**src/rtl/spi_dac_pkg.sv**
```systemverilog
// Shared types for the SPI DAC stream master: FSM state encoding and channel-width helper.
// Latency: n/a (package only).
// Backpressure: n/a (package only).
package spi_dac_pkg;

    typedef enum logic [2:0] {
        ST_IDLE  = 3'd0,
        ST_SETUP = 3'd1,
        ST_SHIFT = 3'd2,
        ST_HOLD  = 3'd3,
        ST_GAP   = 3'd4
    } state_t;

    // Width of a channel index; a single-channel build still carries a 1-bit field.
    function automatic int ch_width(input int n);
        return (n > 1) ? $clog2(n) : 1;
    endfunction

endpackage

```
**src/rtl/spi_half_tick.sv**
```systemverilog
// Half-period tick generator: one-cycle tick_o every HALF_DIV clk cycles, reloaded by restart_i.
// Latency: first tick HALF_DIV cycles after the restart cycle.
// Backpressure: none; free-running.
// Ports: clk, rst (async active-high), restart_i (reload counter), tick_o (half-period boundary).
module spi_half_tick #(
    parameter int HALF_DIV = 2
) (
    input  logic clk,
    input  logic rst,
    input  logic restart_i,
    output logic tick_o
);

    localparam int CW = (HALF_DIV > 1) ? $clog2(HALF_DIV) : 1;
    localparam logic [CW-1:0] RELOAD = CW'(HALF_DIV - 1);

    logic [CW-1:0] cnt_q, cnt_d;

    always_comb begin
        cnt_d = cnt_q;
        if (restart_i || (cnt_q == '0)) begin
            cnt_d = RELOAD;
        end else begin
            cnt_d = cnt_q - 1'b1;
        end
    end

    always_ff @(posedge clk or posedge rst) begin
        if (rst) begin
            cnt_q <= RELOAD;
        end else begin
            cnt_q <= cnt_d;
        end
    end

    assign tick_o = (cnt_q == '0);

endmodule

```
**src/rtl/spi_dac_stream_master.sv**
```systemverilog
// Multi-channel SPI master for AD5681R-class DACs: serialises DATA_W-bit words MSB-first on sclk/mosi, one sync_n per channel.
// Latency: accept to IDLE = 1 + 2*DATA_W*HALF_DIV + 1 + gap cycles; sync_n asserts the cycle after accept.
// Backpressure: in_ready high only in IDLE; in_valid ignored otherwise.
// Ports: clk, rst (async active-high); in_valid/in_ready/in_data/in_ch word handshake;
//        sclk (idles high), mosi, sync_n[NUM_CH] (active-low); busy, frame_done, err_ch status pulses.
// Optional: SPI_DAC_LDAC_PULSE_EN adds ldac_n (low for HALF_DIV cycles at the start of the gap, gap stretched
//           to at least HALF_DIV+1). Without it there is no ldac_n port and the board ties LDAC_n high.
module spi_dac_stream_master
    import spi_dac_pkg::*;
#(
    parameter int DATA_W   = 24,
    parameter int HALF_DIV = 2,
    parameter int NUM_CH   = 1,
    parameter int GAP_CYC  = 2,
    localparam int CH_W    = ch_width(NUM_CH)
) (
    input  logic              clk,
    input  logic              rst,
    input  logic              in_valid,
    output logic              in_ready,
    input  logic [DATA_W-1:0] in_data,
    input  logic [CH_W-1:0]   in_ch,
    output logic              sclk,
    output logic              mosi,
    output logic [NUM_CH-1:0] sync_n,
    output logic              busy,
    output logic              frame_done,
    output logic              err_ch
`ifdef SPI_DAC_LDAC_PULSE_EN
    ,
    output logic              ldac_n
`endif
);

`ifdef SPI_DAC_LDAC_PULSE_EN
    // The LDAC pulse lives inside the gap, so the gap must outlast it by one cycle.
    localparam int GAP_LEN = (GAP_CYC > HALF_DIV + 1) ? GAP_CYC : HALF_DIV + 1;
`else
    localparam int GAP_LEN = GAP_CYC;
`endif
    localparam int BW = $clog2(DATA_W);
    localparam int GW = $clog2(GAP_LEN + 1);
    localparam logic [BW-1:0] BIT_TOP  = BW'(DATA_W - 1);
    localparam logic [GW-1:0] GAP_LAST = GW'(GAP_LEN - 1);

    state_t            state_q, state_d;
    logic [DATA_W-1:0] shift_q, shift_d;
    logic [CH_W-1:0]   ch_q, ch_d;
    logic              ch_ok_q, ch_ok_d;
    logic [BW-1:0]     bit_q, bit_d;
    logic [GW-1:0]     gap_q, gap_d;
    logic              phase_q, phase_d;   // 0: sclk-high half, 1: sclk-low half
    logic              err_q, err_d;
    logic              tick;
    logic              accept;
    logic              ch_bad;
    logic              framing;

    spi_half_tick #(.HALF_DIV(HALF_DIV)) u_half_tick (
        .clk       (clk),
        .rst       (rst),
        .restart_i (state_q == ST_SETUP),
        .tick_o    (tick)
    );

    assign accept = in_valid && (state_q == ST_IDLE);
    assign ch_bad = (int'(in_ch) >= NUM_CH);

    always_comb begin
        state_d = state_q;
        shift_d = shift_q;
        ch_d    = ch_q;
        ch_ok_d = ch_ok_q;
        bit_d   = bit_q;
        gap_d   = gap_q;
        phase_d = phase_q;
        err_d   = 1'b0;
        case (state_q)
            ST_IDLE: begin
                if (accept) begin
                    shift_d = in_data;
                    ch_d    = in_ch;
                    ch_ok_d = !ch_bad;
                    err_d   = ch_bad;
                    bit_d   = BIT_TOP;
                    phase_d = 1'b0;
                    state_d = ST_SETUP;
                end
            end
            ST_SETUP: state_d = ST_SHIFT;
            ST_SHIFT: begin
                if (tick) begin
                    if (!phase_q) begin
                        phase_d = 1'b1;
                    end else begin
                        // End of the low half: present the next bit as sclk rises.
                        phase_d = 1'b0;
                        shift_d = {shift_q[DATA_W-2:0], 1'b0};
                        bit_d   = bit_q - 1'b1;
                        if (bit_q == '0) begin
                            state_d = ST_HOLD;
                        end
                    end
                end
            end
            ST_HOLD: begin
                gap_d   = '0;
                state_d = ST_GAP;
            end
            ST_GAP: begin
                if (gap_q == GAP_LAST) begin
                    state_d = ST_IDLE;
                end else begin
                    gap_d = gap_q + 1'b1;
                end
            end
            default: state_d = ST_IDLE;
        endcase
    end

    always_ff @(posedge clk or posedge rst) begin
        if (rst) begin
            state_q <= ST_IDLE;
            shift_q <= '0;
            ch_q    <= '0;
            ch_ok_q <= 1'b0;
            bit_q   <= '0;
            gap_q   <= '0;
            phase_q <= 1'b0;
            err_q   <= 1'b0;
        end else begin
            state_q <= state_d;
            shift_q <= shift_d;
            ch_q    <= ch_d;
            ch_ok_q <= ch_ok_d;
            bit_q   <= bit_d;
            gap_q   <= gap_d;
            phase_q <= phase_d;
            err_q   <= err_d;
        end
    end

    assign framing    = (state_q == ST_SETUP) || (state_q == ST_SHIFT) || (state_q == ST_HOLD);
    assign in_ready   = (state_q == ST_IDLE);
    assign busy       = (state_q != ST_IDLE);
    assign sclk       = !((state_q == ST_SHIFT) && phase_q);
    assign mosi       = framing && shift_q[DATA_W-1];
    assign frame_done = (state_q == ST_HOLD);
    assign err_ch     = err_q;

    // Out-of-range channels run a dummy frame with every select left high.
    always_comb begin
        sync_n = '1;
        for (int i = 0; i < NUM_CH; i++) begin
            sync_n[i] = !(framing && ch_ok_q && (int'(ch_q) == i));
        end
    end

`ifdef SPI_DAC_LDAC_PULSE_EN
    assign ldac_n = !((state_q == ST_GAP) && (int'(gap_q) < HALF_DIV));
`endif

endmodule

```
**config.mk**
```make
export PLATFORM = sky130hd
export DESIGN_NAME = spi_dac_stream_master
export DESIGN_NICKNAME = d
export VERILOG_FILES = /design/src/rtl/spi_dac_pkg.sv /design/src/rtl/spi_half_tick.sv /design/src/rtl/spi_dac_stream_master.sv
export SDC_FILE = /design/constraint.sdc
export NUM_CORES = 1
export LEC_CHECK = 0
export CORE_UTILIZATION = 54
export CTS_BUF_LIST = sky130_fd_sc_hd__clkbuf_4 sky130_fd_sc_hd__clkbuf_8
export CTS_CLUSTER_SIZE = 24
export DETAILED_ROUTE_END_ITERATION = 8
export HOLD_SLACK_MARGIN = 0.12
export PLACE_DENSITY = 0.89
export SYNTH_ARGS = -nofsm -noshare
export SYNTH_HDL_FRONTEND = slang
export SYNTH_HIERARCHICAL = 1
export SYNTH_SLANG_ARGS = --single-unit
```
**constraint.sdc**
```tcl
create_clock -name clk -period 2.4 [get_ports clk]
set_input_delay 0.48 -clock clk [delete_from_list [all_inputs] [get_ports clk]]
set_output_delay 0.48 -clock clk [all_outputs]
set_load 0.01 [all_outputs]
```
# After elaboration in Yosys (flattened, before gate mapping)
# Cells that the tools add are included.
# totals
reg_bits	39
output_inout_bits	7
elab_cells	70
# classes
add_sub_neg	3
magnitude_cmp	1
n_eq_ne	11
mux	23
n_bitwise	2
n_reduce_logical	21
# op_table
cell	n
24-bit 2-to-1 mux	3
24-bit case mux with 2 select lines	1
3-bit 2-to-1 mux	5
5-bit 2-to-1 mux	3
3-bit case mux with 5 select lines	1
2-bit != test, second input constant	5
5-bit case mux with 2 select lines	1
3-bit by 2-bit == test with 1-bit output, second input constant	2
1-bit 2-to-1 mux	6
1-bit logical AND	5
5-bit zero test	1
5-bit AND reduction	1
5-bit by 1-bit subtractor with 5-bit output, second input constant	1
2-bit case mux with 2 select lines	1
2-bit AND reduction	2
4-bit AND reduction	1
2-bit nonzero test	2
3-bit by 1-bit == test with 1-bit output, second input constant	1
3-bit == test, second input constant	1
1-bit zero test	3
3-bit zero test	1
1-bit logical OR	3
3-bit AND reduction	1
3-bit nonzero test	1
8 further kinds	9

# Logic depth before layout (Yosys ltp)
# depth
depth_word	6
ltp_mapped	6
ltp_nobuf	5

# Hierarchy
# Netlist, hierarchy kept.
# modules_own_cells
mod	n_inst	cells_per_inst	area_per_inst_um2	seq_area_each_um2
spi_dac_stream_master	1	157	1991.9	950.9
spi_half_tick	1	4	40.0	26.3

# Worst setup path before layout
# OpenSTA, ideal clock, no wires.
# synth_path
path_kind	register to register
startpoint	register state_q[0]
endpoint	register shift_q[17]
setup_time_ns	0.128
arrival_ns	1.591
path_slack_ns	0.681
stages_incl_launch_ff	6
n_path_buf	2
path_cell_list	dfrtp_1 -> buf_2 -> nor3b_2 -> buf_2 -> mux2_2 -> mux2_1
# synth_between
elab_chain_cells	4
# synth_lines
item	line	text
from (decl)	spi_dac_stream_master.sv:46	state_t state_q, state_d;
from (signal assigned)	spi_dac_stream_master.sv:132	state_q <= state_d;
3-bit zero test	spi_dac_stream_master.sv:66, spi_dac_stream_master.sv:78	
1-bit logical AND	spi_dac_stream_master.sv:66	assign accept = in_valid && (state_q == ST_IDLE);
2-bit by 1-bit != test with 1-bit output (no source line)	--	
4-bit AND reduction (no source line)	--	
to (signal assigned)	spi_dac_stream_master.sv:133	shift_q <= shift_d;
to (decl)	spi_dac_stream_master.sv:47	logic [DATA_W-1:0] shift_q, shift_d;
# Several ways; a longest one is shown, not always the timed one.
# A chain may end at the register's enable or synchronous reset.

# Worst setup path after layout
# layout_path
startpoint	register state_q[1]
endpoint	output sync_n
# layout_between
elab_chain_cells	6
# layout_lines
item	line	text
3-bit by 1-bit == test with 1-bit output or 3-bit by 2-bit == test with 1-bit output (tied branches)	spi_dac_stream_master.sv:143	assign framing = (state_q == ST_SETUP) || (state_q == ST_SHIFT) || (state_q == ST_HOLD);
1-bit logical OR	spi_dac_stream_master.sv:143	
1-bit logical OR *	spi_dac_stream_master.sv:143	
1-bit logical AND * (2 in series)	spi_dac_stream_master.sv:155	sync_n[i] = !(framing && ch_ok_q && (int'(ch_q) == i));
1-bit zero test *	spi_dac_stream_master.sv:155	
to (decl)	spi_dac_stream_master.sv:25	output logic [NUM_CH-1:0] sync_n,
# Every way passes the cells marked *; elsewhere a longest branch is shown, timed or not.

==> summary.txt <==
Outcome
  – Outcome: completed

CTS
  – Clk sinks: 39
  – CTS tree: built
  – Worst-Skew Late Latency: 290 ps
  – Clk buf depth: 2
  – Cts hold-fix bufs: 0
  – CTS Buf Count: 5
  – H-tree Lvls: 2
  – Root buf cell: clkbuf_8
  – Clk slew on worst S/H paths: 70 ps

Critical path
  – Worst Path Arrival: 1840 ps
  – Critical path, cell by cell: nor2_1 -> or4b_1 -> clkdlybuf4s50_1
  – Setup CP Type: flip-flop to output pin
  – CP Launch Type: flip-flop
  – Reg2reg start: state_q[0]
  – FF-to-FF End: shift_q[16]
  – CP required: 1920 ps
  – Max stage delay on crit path: 500 ps
  – Crit path launch: state_q[1]
  – Crit-path max FO: 14
  – Worst setup endpoint: sync_n
  – Critical-path top delay cell: clkdlybuf4s50_1
  – Worst reg2reg path depth: 3
  – Reg-to-reg setup timing slack: 540 ps
  – Critical path endpoint category: output pin

Final layout
  – Post-layout nets: 227
  – Layout cells sized above 1: 27.8%
  – Most common cell after layout, fill and taps aside: dfrtp_1
  – Ant. Diodes: 0
  – Most frequent cells in the layout: 35 x dfrtp_1, 34 x clkdlybuf4s50_1, 18 x mux2_4, 18 x mux2_2, 11 x inv_1
  – Area Overhead vs Synth: 23.5%

Yosys
  – Post-Syn Area: 2030 um2
  – Net count after synthesis: 191
  – Unique masters post-synth: 40
  – Simple-gate share of the synthesized area: 10.2%
  – Post-synthesis sequential area ratio: 48.1%
  – Post-synth EDFFs: 0
  – Adder-cell share of the synthesized area: 1.23%
  – Async S/R FF share, synth: 100%
  – Post-Syn Instances: 161
  – Xor and xnor area share after synthesis: 0%
  – Most used DFF post-synth: dfrtp_1
  – Syn_area_per_cell: 12.6 um2
  – Post-synthesis compound-gate area fraction: 6.90%
  – Multiplexer share of the synthesized area: 28.7%
  – Syn. warnings: 6
  – Largest family of logic cells by synthesized area: multiplexers
  – Post-synthesis register bit count: 39

Timing
  – Clock period minus final worst setup slack: 2320 ps
  – Endpoints failing hold: 0
  – Final setup violation count: 0
  – Slew headroom: 64.4%
  – Setup TNS: 0 ps
  – Worst slew pin tran: 530 ps
  – Fin crit share: 96.5%
  – Clock skew: 4.09 ps
  – Slew Limit Fails: 0
  – RSZ-0062 raised after global routing: no
  – Hold Slack: 462 ps
  – Fmax: 0.432 GHz

Floorplanning
  – Core area: 3470 um2
  – Row count: 21
  – Io pins: 35
  – Height of the die: 63.3 um
  – Die area: 4010 um2
  – Starting Density: 58.6%
  – Overall die width: 63.3 um

Hold path
  – Hold Path Class: flip-flop to flip-flop
  – Hold Crit Start: u_half_tick/cnt_q

Drt
  – Router iterations before antenna repair: 4
  – Initial DRC Count: 63
  – Vias after detailed routing: 1,345
  – DR WL/cell: 15.9 um
  – Via-to-Cell Ratio: 5.51
  – Routed Antenna Nets: 0
  – DRC Markers: 0
  – Routed Wire Length: 3870 um

Place
  – RePlAce Congestion: 0.779
  – Buffers on Ports: 34
  – DP HPWL: 2700 um

Power
  – Worst IR Drop VDD: 0.627 mV
  – Pwr dens: 1190 nW/um2
  – Leakage: 1.12 nW

Run
  – Number of max-cap violations: 0

GRT
  – Vias in the first global route: 1,459
  – Tot GR Track Use: 22.6%
  – Antenna violations before repair: 0
  – Overflow after GRT: 0
  – First-pass GRT wire length: 6780 um
  – Largest net degree at the start of global routing: 39
-- logic make-up (layout without fill, tap and decap cells) --
| group | Yosys count | count (layout) |
|---|---|---|
| and+or+nand+nor | 34 | 34 |
| DFF | 39 | 39 |
| AOI/OAI and AO/OA | 20 | 20 |
| muxes | 46 | 46 |
| adders and majority gates | 2 | 2 |
| buffers and inverters | 20 | 57 |
-- registers in the layout, summed over array words and instances, names as in the netlist --
signal and flops:
bit_q 5, ch_ok_q 1, ch_q 1, err_ch 1, gap_q 2, phase_q 1
shift_q 24, state_q 3, u_half_tick/cnt_q 1
-- power by group --
group / internal, W / switching [W]
combinational: 0.000768 / 0.000527
sequential: 0.000974 / 0.000219
clock: 0.000273 / 0.000216
total: 0.00201 / 0.000962
-- Yosys cell counts (2+ instances only) --
cell,count,area share (%)
o21ai_1,5,1.2
inv_1,11,2.0
buf_6,2,1.1
ha_1,2,1.2
mux2i_1,2,0.99
nand2b_1,4,1.2
nor2_1,7,1.3
or4b_1,3,1.5
nand2_1,5,0.92
dfrtp_1,38,47
nor3_1,4,0.99
mux2_4,18,13
buf_2,5,1.2
mux2_1,8,4.4
o31ai_1,2,0.74
a221oi_1,2,0.86
mux2_2,18,10
nor3b_1,2,0.74
and3_1,2,0.62
-- layer usage --
metal | wire length [um] | GRT usage [%]
met2 | 1890 | 36.3
met1 | 1730 | 27.9
met3 | 170 | 6.16
met5 | 0 | 0
met4 | 82 | 10.8
-- final cells by class --
class	count	area (um2)
clock buffer	8	104
fill	261	960
inverter	11	41.3
multi-input combinational	102	955
sequential	39	981
tap	46	57.6
timing repair buffer	38	370
-- timing repair --
item	4_1_cts	5_1_grt
endpoints found under the setup margin	1	1
gates resized for setup	2	1
cloned	0	0
setup buffers	0	0
-- critical path, delay by kind of cell, from the launching register on --
family	cells	cell delay [ps]
buffers and inverters	1	500
AND/OR/NAND/NOR	2	560
flip-flops	1	490
-- how the worst min path moves through the flow --
stage,end,cells after the start
2_1_floorplan,u_half_tick/cnt_q,1
3_3_place_gp,u_half_tick/cnt_q,1
3_5_place_dp,u_half_tick/cnt_q,1
4_1_cts,u_half_tick/cnt_q,1
5_1_grt,u_half_tick/cnt_q,1
6_report,u_half_tick/cnt_q,1
-- through the flow --
| step | area [um2] | total power (W) | utilization [%] | setup slack (ps) | std cells |
|---|---|---|---|---|---|
| floorplan | 2030 | 0.00216 | - | 681 | 161 |
| global placement | 2400 | 0.00239 | 69.2 | 352 | 236 |
| detailed placement | 2400 | 0.00250 | 69.2 | 291 | 236 |
| CTS | 2510 | 0.00300 | 72.3 | 65.2 | 244 |
| global route | 2510 | 0.00319 | 72.3 | 6.98 | 244 |
| finish | 2510 | 0.00298 | 72.3 | 84.8 | 244 |
No activity file was read; power rests on OpenSTA's default activity.
